## src/rtl/grid_plotter.sv

```systemverilog
// grid_plotter: snapshots the playfield bitmap on start, then walks it
// column by column, emitting one CELL x CELL block of pixels per grid cell
// to the VGA adapter. All outputs are registered.
module grid_plotter #(
  parameter int         GRID_W = 16,
  parameter int         GRID_H = 32,
  parameter int         CELL   = 3,
  parameter int         X_OFF  = 56,
  parameter int         Y_OFF  = 12,
  parameter logic [2:0] FG     = 3'b010,
  parameter logic [2:0] BG     = 3'b001
) (
  input  logic                     clock,
  input  logic                     resetn,
  input  logic                     start,
  input  logic                     pause,
  input  logic [GRID_W*GRID_H-1:0] grid,
  output logic [7:0]               x,
  output logic [6:0]               y,
  output logic [2:0]               colour,
  output logic                     plot,
  output logic                     busy,
  output logic                     done
);

  localparam int COL_W = (GRID_W > 1) ? $clog2(GRID_W) : 1;
  localparam int ROW_W = (GRID_H > 1) ? $clog2(GRID_H) : 1;
  localparam int PIX_W = 2;  // CELL never exceeds 3
  localparam int IDX_W = (GRID_W * GRID_H > 1) ? $clog2(GRID_W * GRID_H) : 1;

  localparam logic [1:0] IDLE = 2'd0;
  localparam logic [1:0] DRAW = 2'd1;
  localparam logic [1:0] DONE = 2'd2;

  logic [1:0]               state;
  logic [GRID_W*GRID_H-1:0] snapshot;
  logic [COL_W-1:0]         col;
  logic [ROW_W-1:0]         row;
  logic [PIX_W-1:0]         px;
  logic [PIX_W-1:0]         py;
  // Set once the final pixel is out; the following edge enters DONE so the
  // done pulse lines up with the cycle in which a back-to-back start is taken.
  logic                     walk_end;

  logic [IDX_W-1:0] cell_idx;
  logic [7:0]       pix_x;
  logic [6:0]       pix_y;
  logic             px_last;
  logic             py_last;
  logic             row_last;
  logic             col_last;

  assign cell_idx = IDX_W'(col) * IDX_W'(GRID_H) + IDX_W'(row);
  assign pix_x    = 8'(X_OFF) + 8'(col) * 8'(CELL) + 8'(px);
  assign pix_y    = 7'(Y_OFF) + 7'(row) * 7'(CELL) + 7'(py);
  assign px_last  = (px == PIX_W'(CELL - 1));
  assign py_last  = (py == PIX_W'(CELL - 1));
  assign row_last = (row == ROW_W'(GRID_H - 1));
  assign col_last = (col == COL_W'(GRID_W - 1));

  // Control FSM, walk counters, snapshot and registered pixel outputs.
  always_ff @(posedge clock or negedge resetn) begin
    if (!resetn) begin
      state    <= IDLE;
      snapshot <= '0;
      col      <= '0;
      row      <= '0;
      px       <= '0;
      py       <= '0;
      walk_end <= 1'b0;
      x        <= '0;
      y        <= '0;
      colour   <= '0;
      plot     <= 1'b0;
      busy     <= 1'b0;
      done     <= 1'b0;
    end else begin
      case (state)
        IDLE, DONE: begin
          done <= 1'b0;
          plot <= 1'b0;
          if (start) begin
            snapshot <= grid;
            col      <= '0;
            row      <= '0;
            px       <= '0;
            py       <= '0;
            walk_end <= 1'b0;
            busy     <= 1'b1;
            state    <= DRAW;
          end else begin
            busy  <= 1'b0;
            state <= IDLE;
          end
        end
        DRAW: begin
          if (walk_end) begin
            walk_end <= 1'b0;
            plot     <= 1'b0;
            busy     <= 1'b0;
            done     <= 1'b1;
            state    <= DONE;
          end else if (pause) begin
            plot <= 1'b0;
          end else begin
            x      <= pix_x;
            y      <= pix_y;
            colour <= snapshot[cell_idx] ? FG : BG;
            plot   <= 1'b1;
            // px innermost, then py, row, col; each wraps and carries outward.
            if (px_last) begin
              px <= '0;
              if (py_last) begin
                py <= '0;
                if (row_last) begin
                  row <= '0;
                  if (col_last) begin
                    col      <= '0;
                    walk_end <= 1'b1;
                  end else begin
                    col <= col + 1'b1;
                  end
                end else begin
                  row <= row + 1'b1;
                end
              end else begin
                py <= py + 1'b1;
              end
            end else begin
              px <= px + 1'b1;
            end
          end
        end
        default: begin
          state <= IDLE;
          plot  <= 1'b0;
          busy  <= 1'b0;
          done  <= 1'b0;
        end
      endcase
    end
  end

endmodule

```

## config.mk

```make
export PLATFORM = sky130hd
export DESIGN_NAME = grid_plotter
export DESIGN_NICKNAME = d
export VERILOG_FILES = /design/src/rtl/grid_plotter.sv
export SDC_FILE = /design/constraint.sdc
export NUM_CORES = 1
export LEC_CHECK = 0
export CAP_MARGIN = 10
export CELL_PAD_IN_SITES_DETAIL_PLACEMENT = 1
export CELL_PAD_IN_SITES_GLOBAL_PLACEMENT = 1
export CORE_ASPECT_RATIO = 1.4
export CORE_UTILIZATION = 43
export CTS_BUF_LIST = sky130_fd_sc_hd__clkbuf_8
export DETAILED_ROUTE_END_ITERATION = 6
export PLACE_DENSITY_LB_ADDON = 0.2
export SLEW_MARGIN = 20
export SYNTH_ARGS = -nofsm -noshare
export SYNTH_HDL_FRONTEND = slang
export SYNTH_SLANG_ARGS = --single-unit
```

## constraint.sdc

```tcl
create_clock -name clock -period 6.82 [get_ports clock]
set_input_delay 1.023 -clock clock [delete_from_list [all_inputs] [get_ports clock]]
set_output_delay 1.023 -clock clock [all_outputs]
set_load 0.03 [all_outputs]
```

# ---- Word-level counts from Yosys, hierarchy flattened
# Index checks and enable logic that the tools add are counted.
dict set report classes {
  addsub 9
  bitwise 2
  n_mul 2
  n_lt_le_gt_ge 1
  muxes 47
  n_eq_ne 13
  n_reduce_logical 10
}
# op n
set ops {}
lappend ops {{$mux 5} 6}
lappend ops {{$mux 4} 7}
lappend ops {{$mux 2} 10}
lappend ops {{$mux 1} 16}
lappend ops {{$ne 2x2->1 const B} 7}
lappend ops {{$pmux 2 s2} 3}
lappend ops {{$lt 9x10->1 const B} 1}
lappend ops {{$pmux 5 s2} 1}
lappend ops {{$add 9x5->9} 1}
lappend ops {{$bmux 1 s9} 1}
lappend ops {{$add 7x2->8} 1}
lappend ops {{$pmux 4 s2} 1}
lappend ops {{$add 4x7->7 const A} 1}
lappend ops {{$add 6x6->7 const A} 1}
lappend ops {{$add 7x2->7} 1}
lappend ops {{$mul 5x2->7 const B} 1}
lappend ops {{$reduce_and 7->1} 1}
lappend ops {{$eq 2x2->1 const B} 3}
lappend ops {{$mul 4x2->6 const B} 1}
lappend ops {{$reduce_and 6->1} 1}
lappend ops {{$add 5x1->5 const B} 1}
lappend ops {{$eq 5x5->1 const B} 1}
lappend ops {{$reduce_and 5->1} 1}
lappend ops {{$add 2x1->2 const B} 2}
lappend ops {{other kinds (11)} 14}
dict set report totals {
  output_inout_bits 21
  register_bits 549
  inputBits 516
  word_cells 97
}

# ---- Logic depth before layout (Yosys ltp)
# Gate-level depths: netlist (run 1).
dict set report depth {
  depth_word 8
  depth_mapped 14
}

# ---- Worst setup path after synthesis (run 1)
# OpenSTA, ideal clock, no wires.
dict set report synth_path {
  path_kind {reg-to-reg}
  startpoint {register row[0]}
  endpoint {register y[5]}
  setup_time_ps 134
  required_ps 6686
  stages_incl_launch_ff 13
  slack_ps 4032
  t_arrival_ps 2654
  period_less_slack_ps 2788
  path_cell_list {dfrtp_1 -> buf_6 -> buf_8 -> inv_1 -> buf_2 -> fa_1 -> inv_1 -> ha_1 -> fa_1 -> a21o_1 -> a21oi_1 -> xor2_1 -> o21ai_0}
}
dict set report synth_between {
  elab_chain_cells 3
}
# item line
set synth_rtl {}
lappend synth_rtl {{start, declared} 38} ;# logic [ROW_W-1:0] row;
lappend synth_rtl {{start signal, assigned} 124} ;# row <= row + 1'b1;
lappend synth_rtl {{$mul 5x2->7} 55} ;# assign pix_y = 7'(Y_OFF) + 7'(row) * 7'(CELL) + 7'(py);
lappend synth_rtl {{$add 4x7->7} 55}
lappend synth_rtl {{$add 7x2->7} 55}
lappend synth_rtl {{end signal, assigned} 107} ;# y <= pix_y;
lappend synth_rtl {{end, declared} 19} ;# output logic [6:0] y,
# No other way between the ends.
# A chain may end at the register's enable or synchronous reset.

# ---- Final worst setup path (run 1)
dict set report layout_path {
  startpoint {register row[1]}
  endpoint {register colour[1]}
}
dict set report layout_between {
  elab_chain_cells 4
}
# item line
set layout_rtl {}
lappend layout_rtl {{$add 9x5->9} 53} ;# assign cell_idx = IDX_W'(col) * IDX_W'(GRID_H) + IDX_W'(row);
lappend layout_rtl {{$bmux 1 s9} 108} ;# colour <= snapshot[cell_idx] ? FG : BG;
lappend layout_rtl {{$mux 1 (not written as such)} 108}
lappend layout_rtl {{$mux 2} 108}
lappend layout_rtl {{end signal, assigned} 108}
lappend layout_rtl {{end, declared} 20} ;# output logic [2:0] colour,
# No other way between the ends. The select of a mux whose other input is x is not followed.

==> flow_summary.json, run 1 <==
{
  "dieArea_sq_um": 60100,
  "first_pass_iters": 5,
  "cts.root.buffer_cell": "clkbuf_8",
  "finalNetCount": 3753,
  "yosysSeqAreaShare": 0.538,
  "synth_seq_cells": 546,
  "gr-total-overflow": 0,
  "synth_edf_count": 0,
  "path_cells": "buf_4 > mux4_2 > a22oi_1 > nand3_1 > a31oi_1 > o21ai_0 > nand3_1 > a21boi_1 > nand4b_1",
  "max_slew_margin": 0.145,
  "drtAntennaViolNets": 0,
  "hpwl_microns": 63600,
  "hold_viol": 0,
  "grtUsageMet1": 0.354,
  "finalCritPeriodShare": 0.551,
  "dp_slack_ns": 2.96,
  "drive_above_1_share": 0.0897,
  "grt_pass1_vias": 23873,
  "multi_input_area_sq_um": 10800,
  "syn_to_final_growth_pct": 30.1,
  "cts_tree": "built",
  "io_buffers": 534,
  "leakage_nw": 16.2,
  "wl_microns": 89600,
  "final.setup_skew_ns": 0.0357,
  "path_buf_inv": 1,
  "placed_area_sq_um": 31100,
  "core-area_sq_um": 58500,
  "status": "finished clean",
  "final_common_cell": "nand2_1",
  "synth_cell_type_count": 60,
  "rsz0062_at_grt": "false",
  "drc": 0,
  "grt_pass1_wl_microns": 137000,
  "design_area_sq_um": 33100,
  "fin_ws_ns": 3.06,
  "cts.sinks": 546,
  "fin_setup_tns_ns": 0,
  "syn_avg_cell_area_sq_um": 9.31,
  "post_cts_buffers": 0,
  "postSynthCellCount": 2730,
  "power_density_nw_per_um2": 403,
  "post_cts_resized": 0,
  "setup_viol": 0,
  "worstSetupEndpointType": "flip-flop",
  "drtIter0Drc": 1525,
  "fmax_ghz": 0.266,
  "worstSetupPathType": "reg2reg",
  "cp_max_fo": 45,
  "hold_path_class": "in2async",
  "grt_use_met3": 0.0427,
  "final-seq-area_sq_um": 13700,
  "cp-start-kind": "flip-flop",
  "ir_worst_vdd_mv": 0.187,
  "synth-async-reset-ratio": 1.00,
  "nFillCells": 6609,
  "required_ns": 7.38,
  "cts_max_path_buffers": 3,
  "syn_area_sq_um": 25400,
  "die-width_microns": 207,
  "ios": 537,
  "grt_usage": 0.301,
  "cap_violations": 0,
  "cts_buffers": 87,
  "synthFlopType": "dfrtp_1",
  "period_needed_ns": 3.76,
  "finalMaxSlewViolations": 0,
  "synth_warnings": 0,
  "antenna_found_initial": 8,
  "grt_max_degree": 241,
  "path_common_cell": "nand3_1",
  "routedWlPerCell_microns": 22.2,
  "start_util": 0.435,
  "mostFrequentLayoutCells": "nand2_1, dfrtp_1, clkdlybuf4s50_1",
  "num_rows": 105,
  "num_vias": 21632,
  "critPathSlowestCell": "dfrtp_4",
  "grtUsageMet2": 0.535,
  "via_per_inst": 5.37,
  "tightestPinTransition_ns": 1.28,
  "worstSkewPairLatency_ns": 0.69,
  "h-tree-depth": 3,
  "place.gp.congestion": 0.843,
  "clk_pin_slew_ns": 0.07,
  "crit_arrival_ns": 4.32,
  "globalRoute.busiestLayer": "met2",
  "ctsHoldBuffers": 0,
  "worst_path_largest_cell_delay_ns": 0.87,
  "die_h_microns": 290,
  "path_delay_family": "flip-flops"
}
## kinds of logic (layout without fill, tap and decap cells)
logic type,after synthesis,in the layout,share of synthesized area
muxes,150,150,0.122
buffers and inverters,190,736,0.0366
AOI/OAI and AO/OA,93,93,0.0256
adders and majority gates,27,27,0.0148
other,1,8,0.000148
xor gates and xnor gates,9,9,0.00310
DFF,546,546,0.538
and+or+nand+nor,1714,1714,0.260
## synthesized netlist by cell type (6+ instances only)
| cell type | number | area share |
|---|---|---|
| nand3_1 | 25 | 0.0049 |
| clkbuf_1 | 123 | 0.018 |
| nand4_1 | 7 | 0.0017 |
| buf_1 | 7 | 0.0010 |
| nor2b_1 | 9 | 0.0022 |
| buf_4 | 8 | 0.0024 |
| nor2_1 | 24 | 0.0035 |
| dfrtp_1 | 546 | 0.54 |
| ha_1 | 22 | 0.011 |
| a22oi_1 | 18 | 0.0053 |
| inv_1 | 23 | 0.0034 |
| o21ai_0 | 20 | 0.0039 |
| nor3_1 | 8 | 0.0016 |
| mux4_1 | 7 | 0.0072 |
| mux2i_1 | 21 | 0.0083 |
| a31oi_1 | 6 | 0.0015 |
| xnor2_1 | 6 | 0.0021 |
| nand2_1 | 1614 | 0.24 |
| a21oi_1 | 12 | 0.0024 |
| buf_2 | 7 | 0.0014 |
| mux4_2 | 119 | 0.11 |
| buf_6 | 15 | 0.0066 |
## stage by stage
stage | util | instances | power (mW) | hold WS [ns]
5_1_grt | 0.565 | 4032 | 14.1 | 0.414
3_5_place_dp | 0.532 | 3867 | 10.3 | 0.458
4_1_cts | 0.564 | 4023 | 13.4 | 0.356
2_1_floorplan | - | 2731 | 8.46 | 0.437
6_report | 0.565 | 4032 | 13.3 | 0.351
3_3_place_gp | 0.532 | 3867 | 10.0 | 0.451
## sequential cells by signal, indices dropped and copies added (netlist names)
register and flops:
busy 1, snapshot 512, plot 1, y 7, state 2, x 7
row 5, py 2, walk_end 1, colour 2, col 4, px 2
## layer usage
| layer | up-vias | share of wire |
|---|---|---|
| met2 | 670 | 0.52 |
| li1 | 9722 | - |
| met1 | 11028 | 0.38 |
| met3 | 208 | 0.046 |
| met5 | - | 0.00030 |
| met4 | 4 | 0.052 |
## final cells by class
type	count	share of cell area
flip-flops and latches	546	0.414
clock buffers	109	0.0454
clock inverters	47	0.0104
inverters	25	0.00284
multi-input cells	1995	0.328
diodes	6	0.000454
repair buffers	555	0.171
well taps	749	0.0284
## report_power, final
| group | internal [mW] | switching (mW) | total [mW] | leakage (nW) |
|---|---|---|---|---|
| combinational | 2.21 | 2.55 | 4.76 | 8.34 |
| clock | 1.63 | 1.37 | 3.00 | 1.04 |
| sequential | 4.60 | 0.948 | 5.55 | 6.86 |
| total | 8.44 | 4.87 | 13.3 | 16.2 |
## worst paths after layout
check / startpoint / endpoint / slack (ns) / cells after the start
setup / recovery: row[1]$_DFFE_PN0P_ / colour[1]$_DFFE_PN0P_ / 3.06 / 9
hold / removal: resetn / snapshot[286]$_DFFE_PN0P_ / 0.35 / 1
setup reg to reg: row[1]$_DFFE_PN0P_ / colour[1]$_DFFE_PN0P_ / 3.06 / 9
hold reg to reg: snapshot[162]$_DFFE_PN0P_ / snapshot[162]$_DFFE_PN0P_ / 0.47 / 2
max in group asynchronous: resetn / snapshot[505]$_DFFE_PN0P_ / 4.89 / 3
min in group clock: snapshot[162]$_DFFE_PN0P_ / snapshot[162]$_DFFE_PN0P_ / 0.47 / 2
Note: power is estimated with default switching activity, not from simulation.
==> run 2, diff against run 1 <==
- CORE_UTILIZATION: 43 -> 40
- clock period: 6.82 -> 3.8 ns (I/O delays scaled with it)
==> run 2 against run 1 <==
Total power increased by 81%. Via count barely moved. Worst hold slack gained 0.058 ns. Die area increased by 7.4%. Maximum frequency rose by 20%. Global-route usage down 0.57 points. Sequential power increased by 82%. Register-to-register slack worse by 2.4 ns. First-iteration DRC count grew 12%. Sequential cell count is the same. Wire length grew 5.6%. Count of clock-buffer cells in the layout grew 4.
==> flow_summary.json, run 2 (same netlist as run 1, synthesis figures left out) <==
{
  "place.gp.congestion": 0.891,
  "first_pass_iters": 5,
  "fmax_ghz": 0.320,
  "io_buffers": 534,
  "die_h_microns": 300,
  "finalMaxSlewViolations": 0,
  "antenna_found_initial": 1,
  "finalNetCount": 3795,
  "nFillCells": 7182,
  "die-width_microns": 215,
  "ir_worst_vdd_mv": 0.289,
  "num_rows": 109,
  "path_delay_family": "flip-flops",
  "multi_input_area_sq_um": 10900,
  "top_regs": "snapshot: 512 flops, x: 7 flops, y: 7 flops",
  "combPwrFrac": 0.359,
  "final_common_cell": "nand2_1",
  "drc": 0,
  "clock_power_share": 0.219,
  "worstSetupEndpointType": "flip-flop",
  "hold_viol": 0,
  "seq_power_share": 0.421,
  "crit_arrival_ns": 3.67,
  "rsz0062_at_grt": "false",
  "cp_max_fo": 37,
  "h-tree-depth": 3,
  "grt_pass1_vias": 23732,
  "wl_microns": 94600,
  "worstSkewPairLatency_ns": 0.69,
  "drtAntennaViolNets": 0,
  "final-seq-area_sq_um": 13700,
  "largest_reg_flops": 512,
  "max_flop_register": "snapshot",
  "final.setup_skew_ns": 0.0377,
  "gr-total-overflow": 0,
  "status": "finished clean",
  "cts_tree": "built",
  "routedWlPerCell_microns": 22.8,
  "cts.root.buffer_cell": "clkbuf_8",
  "fin_setup_tns_ns": 0,
  "clk_pin_slew_ns": 0.07,
  "setup_viol": 0,
  "worstSetupPathType": "reg2reg",
  "grt_max_degree": 147,
  "path_buf_inv": 1,
  "power_density_nw_per_um2": 718,
  "finalCritPeriodShare": 0.822,
  "hold_path_class": "in2reg",
  "tightestPinTransition_ns": 0.887,
  "ios": 537,
  "required_ns": 4.35,
  "cp-start-kind": "flip-flop",
  "grt_pass1_wl_microns": 143000,
  "cts.sinks": 546,
  "post-route-util": 0.532,
  "mostFrequentLayoutCells": "nand2_1, dfrtp_1, clkdlybuf4s50_1",
  "dieArea_sq_um": 64600,
  "switchingPower_mw": 8.84,
  "worst_path_largest_cell_delay_ns": 0.81,
  "cts_buffers": 87,
  "cts_max_path_buffers": 3,
  "critPathSlowestCell": "dfrtp_4",
  "syn_to_final_growth_pct": 31.9,
  "drtIter0Drc": 1705,
  "num_vias": 21627,
  "path_cells": "buf_12 > mux4_2 > mux2i_1 > o2111ai_1 > nor3_1 > a2111oi_2 > nand3_1 > a21boi_1 > nand4b_1",
  "drive_above_1_share": 0.0996,
  "max_slew_margin": 0.409,
  "post_cts_buffers": 0,
  "hpwl_microns": 71200,
  "cap_violations": 0,
  "swShare": 0.367,
  "via_per_inst": 5.22,
  "grt_usage": 0.295,
  "start_util": 0.403,
  "core-area_sq_um": 63000,
  "worst_hold_slack_ns": 0.410,
  "leakage_nw": 16.4,
  "period_needed_ns": 3.12,
  "intPower_mw": 15.2
}
run 2: cell types whose count changed in the layout (fill, tap and decap cells not counted), sizes merged:
cell         delta
buf            +41
bufinv          -2
clkbuf          +4
clkinv          -8
clkinvlp        +1
diode           -5
dlygate4sd3     +1
inv             -1
run 2: stage by stage:
stage	area [sq um]	worst slack [ns]	power, mW	cells
2_1_floorplan	25400	1.01	15.2	2731
3_3_place_gp	31700	0.667	18.4	3994
3_5_place_dp	31700	0.551	18.9	3994
4_1_cts	33500	0.540	24.3	4145
5_1_grt	33500	0.461	25.5	4146
6_report	33500	0.675	24.1	4146
run 2: repair_timing:
action	in CTS	in global routing
endpoints found under the hold margin	87	0
hold buffers	1	0
resized for setup	0	0
run 2: routing by layer:
metal | wire length (microns) | GRT usage | vias to the layer above
met5 | 0 | 0 | -
met4 | 4270 | 0.136 | 0
met3 | 4550 | 0.0415 | 177
met2 | 47500 | 0.511 | 738
met1 | 38300 | 0.366 | 10910
li1 | - | - | 9802
run 2: worst register-to-register path: stages (launching register included):
cell	delay, ns
dfrtp_4	0.81
buf_12	0.39
mux4_2	0.59
mux2i_1	0.21
o2111ai_1	0.13
nor3_1	0.42
a2111oi_2	0.08
nand3_1	0.12
a21boi_1	0.08
nand4b_1	0.17
run 2: power groups by stage:
| stage | clock network, mW | registers [mW] | logic [mW] |
|---|---|---|---|
| detailed placement | 0 | 10.2 | 8.71 |
| global route | 5.62 | 10.4 | 9.49 |
| global placement | 0 | 10.0 | 8.38 |
| finish | 5.28 | 10.1 | 8.64 |
| floorplan | 0 | 9.34 | 5.85 |
| CTS | 5.40 | 10.1 | 8.79 |
run 2: cell type report:
cell class	count	share of cell area
Multi-Input combinational cell	1995	0.324
Antenna cell	1	0.0000746
Timing Repair Buffer	597	0.181
Tap cell	832	0.0310
Inverter	25	0.00280
Sequential cell	546	0.408
Clock buffer	113	0.0464
Clock inverter	37	0.00728
run 2: final timing paths:
| check | start | endpoint | slack [ns] | depth (start not counted) |
|---|---|---|---|---|
| max in group asynchronous | resetn | snapshot[427]$_DFFE_PN0P_ | 2.14 | 4 |
| worst min-delay path | grid[10] | snapshot[10]$_DFFE_PN0P_ | 0.41 | 3 |
| worst min register to register | snapshot[0]$_DFFE_PN0P_ | snapshot[0]$_DFFE_PN0P_ | 0.47 | 2 |
| min in group asynchronous | resetn | snapshot[452]$_DFFE_PN0P_ | 0.51 | 2 |
| worst max-delay path | row[0]$_DFFE_PN0P_ | colour[1]$_DFFE_PN0P_ | 0.68 | 9 |
| worst max register to register | row[0]$_DFFE_PN0P_ | colour[1]$_DFFE_PN0P_ | 0.68 | 9 |
